==> config.mk <==
export PLATFORM = sky130hd
export DESIGN_NAME = sfm_cast_out_pipe
export DESIGN_NICKNAME = d
export VERILOG_FILES = /design/src/rtl/sfm_cast_out_pipe.sv
export SDC_FILE = /design/constraint.sdc
export NUM_CORES = 1
export LEC_CHECK = 0
export ABC_AREA = 0
export BUFFER_PORTS_ARGS = -buffer_cell sky130_fd_sc_hd__buf_4
export CAP_MARGIN = 25
export CORE_MARGIN = 2
export CORE_UTILIZATION = 65
export DETAILED_ROUTE_END_ITERATION = 8
export GPL_ROUTABILITY_DRIVEN = 0
export PLACE_DENSITY = 0.89
export SLEW_MARGIN = 20
export SYNTH_ARGS = -nofsm -noshare
export SYNTH_HDL_FRONTEND = slang
export SYNTH_SLANG_ARGS = --single-unit
==> constraint.sdc <==
create_clock -name clk_i -period 3.4 [get_ports clk_i]
set_input_delay 0 -clock clk_i [delete_from_list [all_inputs] [get_ports clk_i]]
set_output_delay 0 -clock clk_i [all_outputs]
set_load 0.02 [all_outputs]
==> src/rtl/sfm_cast_out_pipe.sv <==
// sfm_cast_out_pipe: pipelined float-to-integer output caster for the softmax
// datapath. Every FP lane of a stream beat becomes a signed or unsigned
// fixed-point integer with configurable integer bits. Rounding is truncate or
// RNE, results saturate, and specials are handled. NUM_REGS elastic stages
// (0..4) sit behind the cast; with 0 stages the path is combinational.
//
// The input FP format is given as exponent/mantissa widths (FP_EXP_W and
// FP_MAN_W; the default 8/7 is BF16). The payload is the low DATA_WIDTH-32
// bits of each beat. ctrl_i and rnd_mode_i are applied during the input
// handshake cycle, so each beat carries its own settings.
//
// Optional build macro: SFM_CAST_OUT_SAT_CNT_EN. When it is defined, each lane
// carries a saturation flag through the pipeline. sat_cnt_o then counts the
// flagged lanes of emitted beats and sticks at 0xFFFF_FFFF. Without the macro,
// sat_cnt_o is tied to 0.
//
// Ports:
//   clk_i, rst_ni     clock, asynchronous active-low reset
//   clear_i           synchronous flush of all stages and of the counter
//   ctrl_i            {enable, is_signed, int_bits}
//   rnd_mode_i        0 = truncate toward zero, 1 = round-to-nearest-even
//   stream_i_*        sink: data, strb, valid, ready
//   stream_o_*        source: data, strb, valid, ready
//   sat_cnt_o         saturated-lane counter
//
// Handshake: a beat transfers on a rising edge where valid & ready are both
// high. A source holds valid and data stable until that transfer. ready may
// depend combinationally on downstream ready, but never on valid.

package sfm_cast_out_pkg;
  typedef struct packed {
    logic       enable;
    logic       is_signed;
    logic [7:0] int_bits;
  } cast_ctrl_t;
endpackage

module sfm_cast_out_pipe
  import sfm_cast_out_pkg::*;
#(
  parameter int DATA_WIDTH = 96,
  parameter int FP_EXP_W   = 8,
  parameter int FP_MAN_W   = 7,
  parameter int INT_WIDTH  = 8,
  parameter int NUM_REGS   = 1
) (
  input  logic                    clk_i,
  input  logic                    rst_ni,
  input  logic                    clear_i,
  input  cast_ctrl_t              ctrl_i,
  input  logic                    rnd_mode_i,
  input  logic [DATA_WIDTH-1:0]   stream_i_data,
  input  logic [DATA_WIDTH/8-1:0] stream_i_strb,
  input  logic                    stream_i_valid,
  output logic                    stream_i_ready,
  output logic [DATA_WIDTH-1:0]   stream_o_data,
  output logic [DATA_WIDTH/8-1:0] stream_o_strb,
  output logic                    stream_o_valid,
  input  logic                    stream_o_ready,
  output logic [31:0]             sat_cnt_o
);

  localparam int ACTUAL_DW = DATA_WIDTH - 32;
  localparam int FP_WIDTH  = 1 + FP_EXP_W + FP_MAN_W;
  localparam int NUM_LANES = ACTUAL_DW / FP_WIDTH;
  localparam int STRB_W    = DATA_WIDTH / 8;
  localparam int FP_B      = FP_WIDTH / 8;
  localparam int INT_B     = INT_WIDTH / 8;
  localparam int BIAS      = (1 << (FP_EXP_W - 1)) - 1;
  // MW holds a significand shifted left by up to INT_WIDTH, plus headroom.
  localparam int MW        = FP_MAN_W + INT_WIDTH + 3;
  // TW holds the significand followed by guard and sticky space for right shifts.
  localparam int TW        = 2 * FP_MAN_W + 3;

  // Casts one lane. Returns {sat, result}.
  function automatic logic [INT_WIDTH:0] cast_lane(
    input logic [FP_WIDTH-1:0] fp,
    input logic                is_signed,
    input logic [7:0]          int_bits,
    input logic                rnd
  );
    logic                sgn;
    logic [FP_EXP_W-1:0] ex;
    logic [FP_MAN_W-1:0] mn;
    logic [FP_MAN_W:0]   sig;
    logic [FP_MAN_W:0]   kept;
    logic [TW-1:0]       t;
    logic [MW-1:0]       mag;
    logic [MW-1:0]       lim_pos;
    logic [MW-1:0]       lim_neg;
    logic                guard;
    logic                sticky;
    logic                big;
    logic                sat;
    logic [INT_WIDTH-1:0] res;
    int                  f;
    int                  sh;
    int                  rs;
    sgn     = fp[FP_WIDTH-1];
    ex      = fp[FP_WIDTH-2 -: FP_EXP_W];
    mn      = fp[FP_MAN_W-1:0];
    sig     = {1'b1, mn};
    kept    = '0;
    t       = '0;
    mag     = '0;
    guard   = 1'b0;
    sticky  = 1'b0;
    big     = 1'b0;
    sat     = 1'b0;
    res     = '0;
    sh      = 0;
    rs      = 0;
    f       = INT_WIDTH - int'(is_signed) - int'(int_bits);
    lim_pos = (MW'(1) << (INT_WIDTH - int'(is_signed))) - MW'(1);
    lim_neg = MW'(1) << (INT_WIDTH - 1);
    if (&ex) begin
      // inf saturates toward its sign; NaN collapses to 0. Both are flagged.
      sat = 1'b1;
      if (mn == '0) begin
        if (!sgn)           res = lim_pos[INT_WIDTH-1:0];
        else if (is_signed) res = lim_neg[INT_WIDTH-1:0];
      end
    end else if (ex != '0) begin
      // Subnormals and zero fall through with res = 0.
      sh = int'(ex) - BIAS + f - FP_MAN_W;
      if (sh >= 0) begin
        if (sh > INT_WIDTH) big = 1'b1;
        else                mag = MW'(sig) << sh;
      end else begin
        rs = -sh;
        if (rs > FP_MAN_W + 2) begin
          // Value is below 1/4 ulp of the result: no rounding up is possible.
          sticky = 1'b1;
        end else begin
          t      = {sig, {(FP_MAN_W + 2){1'b0}}} >> rs;
          kept   = t[TW-1 -: FP_MAN_W + 1];
          guard  = t[FP_MAN_W+1];
          sticky = |t[FP_MAN_W:0];
        end
        // The rounding carry may reach the next power of two; the clamp below sees it.
        mag = MW'(kept) + MW'(rnd & guard & (sticky | kept[0]));
      end
      if (sgn) begin
        if (!is_signed) begin
          sat = 1'b1;
        end else if (big || mag > lim_neg) begin
          res = lim_neg[INT_WIDTH-1:0];
          sat = 1'b1;
        end else begin
          res = INT_WIDTH'(MW'(0) - mag);
        end
      end else if (big || mag > lim_pos) begin
        res = lim_pos[INT_WIDTH-1:0];
        sat = 1'b1;
      end else begin
        res = mag[INT_WIDTH-1:0];
      end
    end
    return {sat, res};
  endfunction

  logic [DATA_WIDTH-1:0] cast_data;
  logic [STRB_W-1:0]     cast_strb;
  logic                  lane_strb;
`ifdef SFM_CAST_OUT_SAT_CNT_EN
  logic [NUM_LANES-1:0]  cast_flags;
  logic [NUM_LANES-1:0]  out_flags;
  logic [INT_WIDTH:0]    lane_r;
`endif

  always_comb begin
    cast_data = stream_i_data;
    cast_strb = stream_i_strb;
    lane_strb = 1'b0;
`ifdef SFM_CAST_OUT_SAT_CNT_EN
    cast_flags = '0;
    lane_r     = '0;
`endif
    if (ctrl_i.enable) begin
      cast_data = '0;
      cast_strb = '0;
      for (int l = 0; l < NUM_LANES; l++) begin
        lane_strb = &stream_i_strb[l*FP_B +: FP_B];
`ifdef SFM_CAST_OUT_SAT_CNT_EN
        lane_r = cast_lane(stream_i_data[l*FP_WIDTH +: FP_WIDTH], ctrl_i.is_signed,
                           ctrl_i.int_bits, rnd_mode_i);
        cast_data[l*INT_WIDTH +: INT_WIDTH] = lane_r[INT_WIDTH-1:0];
        cast_flags[l] = lane_r[INT_WIDTH] & lane_strb;
`else
        cast_data[l*INT_WIDTH +: INT_WIDTH] =
          INT_WIDTH'(cast_lane(stream_i_data[l*FP_WIDTH +: FP_WIDTH], ctrl_i.is_signed,
                               ctrl_i.int_bits, rnd_mode_i));
`endif
        cast_strb[l*INT_B +: INT_B] = {INT_B{lane_strb}};
      end
    end
  end

  if (NUM_REGS == 0) begin : g_comb
    assign stream_i_ready = stream_o_ready;
    assign stream_o_valid = stream_i_valid;
    assign stream_o_data  = cast_data;
    assign stream_o_strb  = cast_strb;
`ifdef SFM_CAST_OUT_SAT_CNT_EN
    assign out_flags = cast_flags;
`endif
  end else begin : g_pipe
    logic [NUM_REGS-1:0]   v;
    logic [NUM_REGS-1:0]   in_v;
    logic [NUM_REGS:0]     rdy;
    logic [DATA_WIDTH-1:0] d    [NUM_REGS];
    logic [DATA_WIDTH-1:0] in_d [NUM_REGS];
    logic [STRB_W-1:0]     s    [NUM_REGS];
    logic [STRB_W-1:0]     in_s [NUM_REGS];
`ifdef SFM_CAST_OUT_SAT_CNT_EN
    logic [NUM_LANES-1:0]  fl    [NUM_REGS];
    logic [NUM_LANES-1:0]  in_fl [NUM_REGS];
`endif

    // A stage can take a new beat when it is empty or its own beat moves on.
    always_comb begin
      rdy[NUM_REGS] = stream_o_ready;
      for (int i = NUM_REGS - 1; i >= 0; i--) rdy[i] = ~v[i] | rdy[i+1];
      in_v[0] = stream_i_valid;
      in_d[0] = cast_data;
      in_s[0] = cast_strb;
`ifdef SFM_CAST_OUT_SAT_CNT_EN
      in_fl[0] = cast_flags;
`endif
      for (int i = 1; i < NUM_REGS; i++) begin
        in_v[i] = v[i-1];
        in_d[i] = d[i-1];
        in_s[i] = s[i-1];
`ifdef SFM_CAST_OUT_SAT_CNT_EN
        in_fl[i] = fl[i-1];
`endif
      end
    end

    always_ff @(posedge clk_i or negedge rst_ni) begin
      if (!rst_ni) begin
        v <= '0;
        for (int i = 0; i < NUM_REGS; i++) begin
          d[i] <= '0;
          s[i] <= '0;
`ifdef SFM_CAST_OUT_SAT_CNT_EN
          fl[i] <= '0;
`endif
        end
      end else begin
        for (int i = 0; i < NUM_REGS; i++) begin
          if (clear_i)     v[i] <= 1'b0;
          else if (rdy[i]) v[i] <= in_v[i];
          if (rdy[i] && in_v[i]) begin
            d[i] <= in_d[i];
            s[i] <= in_s[i];
`ifdef SFM_CAST_OUT_SAT_CNT_EN
            fl[i] <= in_fl[i];
`endif
          end
        end
      end
    end

    assign stream_i_ready = rdy[0] & ~clear_i;
    assign stream_o_valid = v[NUM_REGS-1];
    assign stream_o_data  = d[NUM_REGS-1];
    assign stream_o_strb  = s[NUM_REGS-1];
`ifdef SFM_CAST_OUT_SAT_CNT_EN
    assign out_flags = fl[NUM_REGS-1];
`endif
  end

`ifdef SFM_CAST_OUT_SAT_CNT_EN
  logic [31:0] sat_cnt_q;
  logic [31:0] flag_pop;
  logic [32:0] cnt_sum;

  always_comb begin
    flag_pop = '0;
    for (int l = 0; l < NUM_LANES; l++) flag_pop = flag_pop + 32'(out_flags[l]);
    cnt_sum = {1'b0, sat_cnt_q} + {1'b0, flag_pop};
  end

  always_ff @(posedge clk_i or negedge rst_ni) begin
    if (!rst_ni)                            sat_cnt_q <= '0;
    else if (clear_i)                       sat_cnt_q <= '0;
    else if (stream_o_valid && stream_o_ready)
      sat_cnt_q <= cnt_sum[32] ? 32'hFFFF_FFFF : cnt_sum[31:0];
  end

  assign sat_cnt_o = sat_cnt_q;
`else
  assign sat_cnt_o = '0;
`endif

endmodule

==> results_dict.tcl, run 1 <==
set metrics [dict create \
    syn_area_um2 19500 \
    synth.distinct_cells 116 \
    synth.largest_area_cell "dfrtp_1" \
    numCtsBuffers 9 \
    synthTopCellsByArea "dfrtp_1 14%, ha_1 8.5%, nand2_1 8.2%" \
    placed_area_um2 27800 \
    synth.most_common_cell "nand2_1" \
    syn_inst 2834 \
    status "did not finish" \
    port_buffers 233 \
    cts_root_buffer "clkbuf_16" \
    haltStage "clock tree synthesis (4_1_cts)" \
    clkSinkCount 109 \
    syn_avg_cell_area_um2 6.89 \
    initial_utilization_pct 65.9 \
    std_cell_rows 63 \
    ys.flop_type "dfrtp_1" \
    yosysSeqAreaShare_pct 14.0 \
    ys_ff_latch 109 \
    synth_warnings 0 \
    h-tree-depth 3 \
    synth_edf_count 0 \
    ys_top_cells_by_count "427 x nand2_1, 259 x o21ai_0, 228 x nor2_1, 176 x a21oi_1, 132 x ha_1" \
    die_width_um 177 \
    clockBufferDepth 2 \
    postCtsHoldBufs 56 \
    async_flop_share_pct 100 \
    num_io_pins 266 \
    firstError "[ERROR DPL-0038] Utilization greater than 100%, impossible to legalize" \
    cts_repair_resize_count 341 \
    netlist.area_leader.share_pct 14.0 \
    cts_setup_buffers 84 \
    hpwl_um 83400 \
    fp.dieH_um 177 \
]
## cells by family after synthesis
kind of cell               synth area share (%)
AOI/OAI and AO/OA                          29.1
xor gates and xnor gates                   7.57
adders and majority gates                  9.07
buffers and inverters                      6.14
DFF                                        14.0
muxes                                      4.13
other                                    0.0192
and+or+nand+nor                            30.0
## metrics by stage
step           cells  hold WS (ns)  TNS, ns  setup WS [ns]
2_1_floorplan   2865        -0.296   -87.62          -3.16
3_3_place_gp    4157        0.0273   -93.78          -3.12
3_5_place_dp    4157        0.0300  -117.19          -3.97
==> run 2, diff against run 1 <==
--- a/config.mk
+++ b/config.mk
@@ -9,10 +9,10 @@
 export BUFFER_PORTS_ARGS = -buffer_cell sky130_fd_sc_hd__buf_4
 export CAP_MARGIN = 25
 export CORE_MARGIN = 2
-export CORE_UTILIZATION = 65
+export CORE_UTILIZATION = 40
 export DETAILED_ROUTE_END_ITERATION = 8
 export GPL_ROUTABILITY_DRIVEN = 0
-export PLACE_DENSITY = 0.89
+export PLACE_DENSITY_LB_ADDON = 0.15
 export SLEW_MARGIN = 20
 export SYNTH_ARGS = -nofsm -noshare
 export SYNTH_HDL_FRONTEND = slang
==> results_dict.tcl, run 2 <==
set metrics [dict create \
    status "finished with violations" \
    violations "setup timing" \
    mostFrequentLayoutCells "1166 x buf_4, 411 x nand2_1, 225 x o21ai_0" \
    drc 0 \
    finClkSkew_ns 0.0229 \
    wirelength_um 83900 \
    yosysSeqAreaShare_pct 14.0 \
    finalSetupViolCount 32 \
    crit_fanout 4 \
    slew_headroom_pct 35.2 \
    ys.flop_type "dfrtp_1" \
    grt_use_met2_pct 53.7 \
    final_common_cell "buf_4" \
    netlist.area_leader.share_pct 14.0 \
    synth.largest_area_cell "dfrtp_1" \
    fp.dieH_um 225 \
    synth.most_common_cell "nand2_1" \
    period_minus_slack_ns 6.48 \
    max_freq_ghz 0.154 \
    crit_family "compound AO/OA/AOI/OAI gates" \
    synthTopCellsByArea "dfrtp_1 14%, ha_1 8.5%, nand2_1 8.2%" \
    clockBufferDepth 2 \
    clkSinkCount 109 \
    ys_ff_latch 109 \
    final_cell_area_um2 31800 \
    fill_cells 4017 \
    total_power_mw 14.6 \
    initial_utilization_pct 40.7 \
    setup_tns_ns -89.30 \
    syn_area_um2 19500 \
    core_um2 47900 \
    track_usage_pct 31.4 \
    synth_warnings 0 \
    drive_gt1_share_pct 39.8 \
    rr_worst_depth 9 \
    cts_root_buffer "clkbuf_16" \
    final_util_pct 66.2 \
    grt_busiest_layer "met2" \
    synth.distinct_cells 116 \
    slowest_stage "nor4_4" \
    rsz0062_at_grt "true" \
    syn_inst 2834 \
    path_common_cell "buf_4" \
    die_width_um 225 \
    num_io_pins 266 \
    crit_cells 37 \
    cap_viol_max_count 0 \
    port_buffers 233 \
    synth_edf_count 0 \
    h-tree-depth 3 \
    clk_pin_slew_worst_paths_ns 0.08 \
    grt_pass1_wl_um 130000 \
    clk_latency_ns 0.42 \
    use_met3_pct 4.85 \
    via_per_inst 5.74 \
    whs_path_depth 4 \
    period_share_pct 191 \
    slew_violations 0 \
    area_growth_pct 62.7 \
    drt_iter0_markers 1914 \
    power.density_nw_per_um2 460 \
    ir_worst_vdd_v 0.000366 \
    crit_path_end_kind "register" \
    ys_top_cells_by_count "427 x nand2_1, 259 x o21ai_0, 228 x nor2_1, 176 x a21oi_1, 132 x ha_1" \
    path_class "in2reg" \
    placed_area_um2 28500 \
    hpwl_um 64500 \
    worstPathRequired_ns 3.69 \
    finalNetCount 4229 \
    p_leak_nw 14.3 \
    numCtsBuffers 9 \
    die_area_um2 50600 \
    met1_usage_pct 38.1 \
    hold_violations 0 \
    largest_register_ffs 96 \
    grt_max_degree 190 \
    syn_avg_cell_area_um2 6.89 \
    cts_tree "yes" \
    holdCritPathClass "in2reg" \
    place_ws_ns -3.47 \
    ant_nets 0 \
    arrival_ns 6.77 \
    worst_pin_slew_ns 0.972 \
    critical-path-max-stage-delay_ns 0.40 \
    start_kind "input pin" \
    grt-ovfl-total 0 \
    grt_pass1_vias 25700 \
    post_drt_wl_per_cell_um 18.3 \
    drtPass1Iterations 6 \
    path_buf_inv 6 \
    via_count 26300 \
    antenna_found_initial 3 \
    fin_ws_ns -3.08 \
    async_flop_share_pct 100 \
    std_cell_rows 80 \
]
## run 2: cell counts after synthesis
No cell type changed its count.
## run 2: where the power goes
part / total (mW) / leakage [nW] / switching [mW] / internal (mW)
clock: 1.21 / 0.149 / 0.609 / 0.601
combinational: 11.9 / 12.8 / 6.13 / 5.74
sequential: 1.54 / 1.37 / 0.100 / 1.44
## run 2: worst min-delay path: stages
cell and delay [ns]:
buf_4 0.13, inv_1 0.07, buf_4 0.10, o31ai_1 0.07
## run 2: kinds of logic after synthesis
logic type,Yosys count,share of synthesized area [%]
buf+inv,284,6.14
simple gates,1199,30.0
compound gates,860,29.1
flops,109,14.0
fa+ha+maj,139,9.07
other cells,1,0.0192
xor+xnor,164,7.57
mux,78,4.13
## run 2: path summary, 6_finish.rpt
check / slack [ns] / to / from
max: -3.08 / stream_o_data[31] / ctrl_i[0]
min in group asynchronous: 0.26 / stream_o_data[55] / rst_ni
min: 0.02 / stream_o_data[40] / stream_i_data[40]
min reg2reg: 0.48 / stream_o_strb[7] / stream_o_strb[7]
max reg2reg: 0.99 / stream_o_data[31] / stream_o_valid
max in group asynchronous: 2.35 / stream_o_data[79] / rst_ni
## run 2: cell type report
| cell class | instances | area (um^2) | share of cell area [%] |
|---|---|---|---|
| well taps | 615 | 769 | 2.42 |
| inverters | 110 | 435 | 1.37 |
| clock buffers | 10 | 239 | 0.752 |
| clock inverters | 5 | 68.8 | 0.217 |
| multi-input cells | 2472 | 17700 | 55.6 |
| diodes | 1 | 2.50 | 0.00788 |
| repair buffers | 1266 | 9860 | 31.0 |
| flip-flops and latches | 109 | 2730 | 8.59 |
## run 2: repair_timing
item | in CTS | in global routing
pin swaps | 62 | 104
setup buffers | 41 | 29
endpoints found under the setup margin | 32 | 32
endpoints found under the hold margin | 132 | 0
gates resized for setup | 125 | 188
hold buffers | 74 | 0
## run 2: per-layer routing
metal  part of all wire, %  up-vias
met2                    47     1056
met1                    41    12400
li1                      -    12600
met4                   5.2        2
met3                   6.6      258
met5                 0.015        -
## run 2: metrics by stage
step           std cells  hold slack [ns]
6_report            4588           0.0160
5_1_grt             4588           0.0282
3_3_place_gp        4430            0.145
2_1_floorplan       2865           -0.296
4_1_cts             4559          0.00189
3_5_place_dp        4430            0.156
Note: power is estimated with default switching activity, not from simulation.
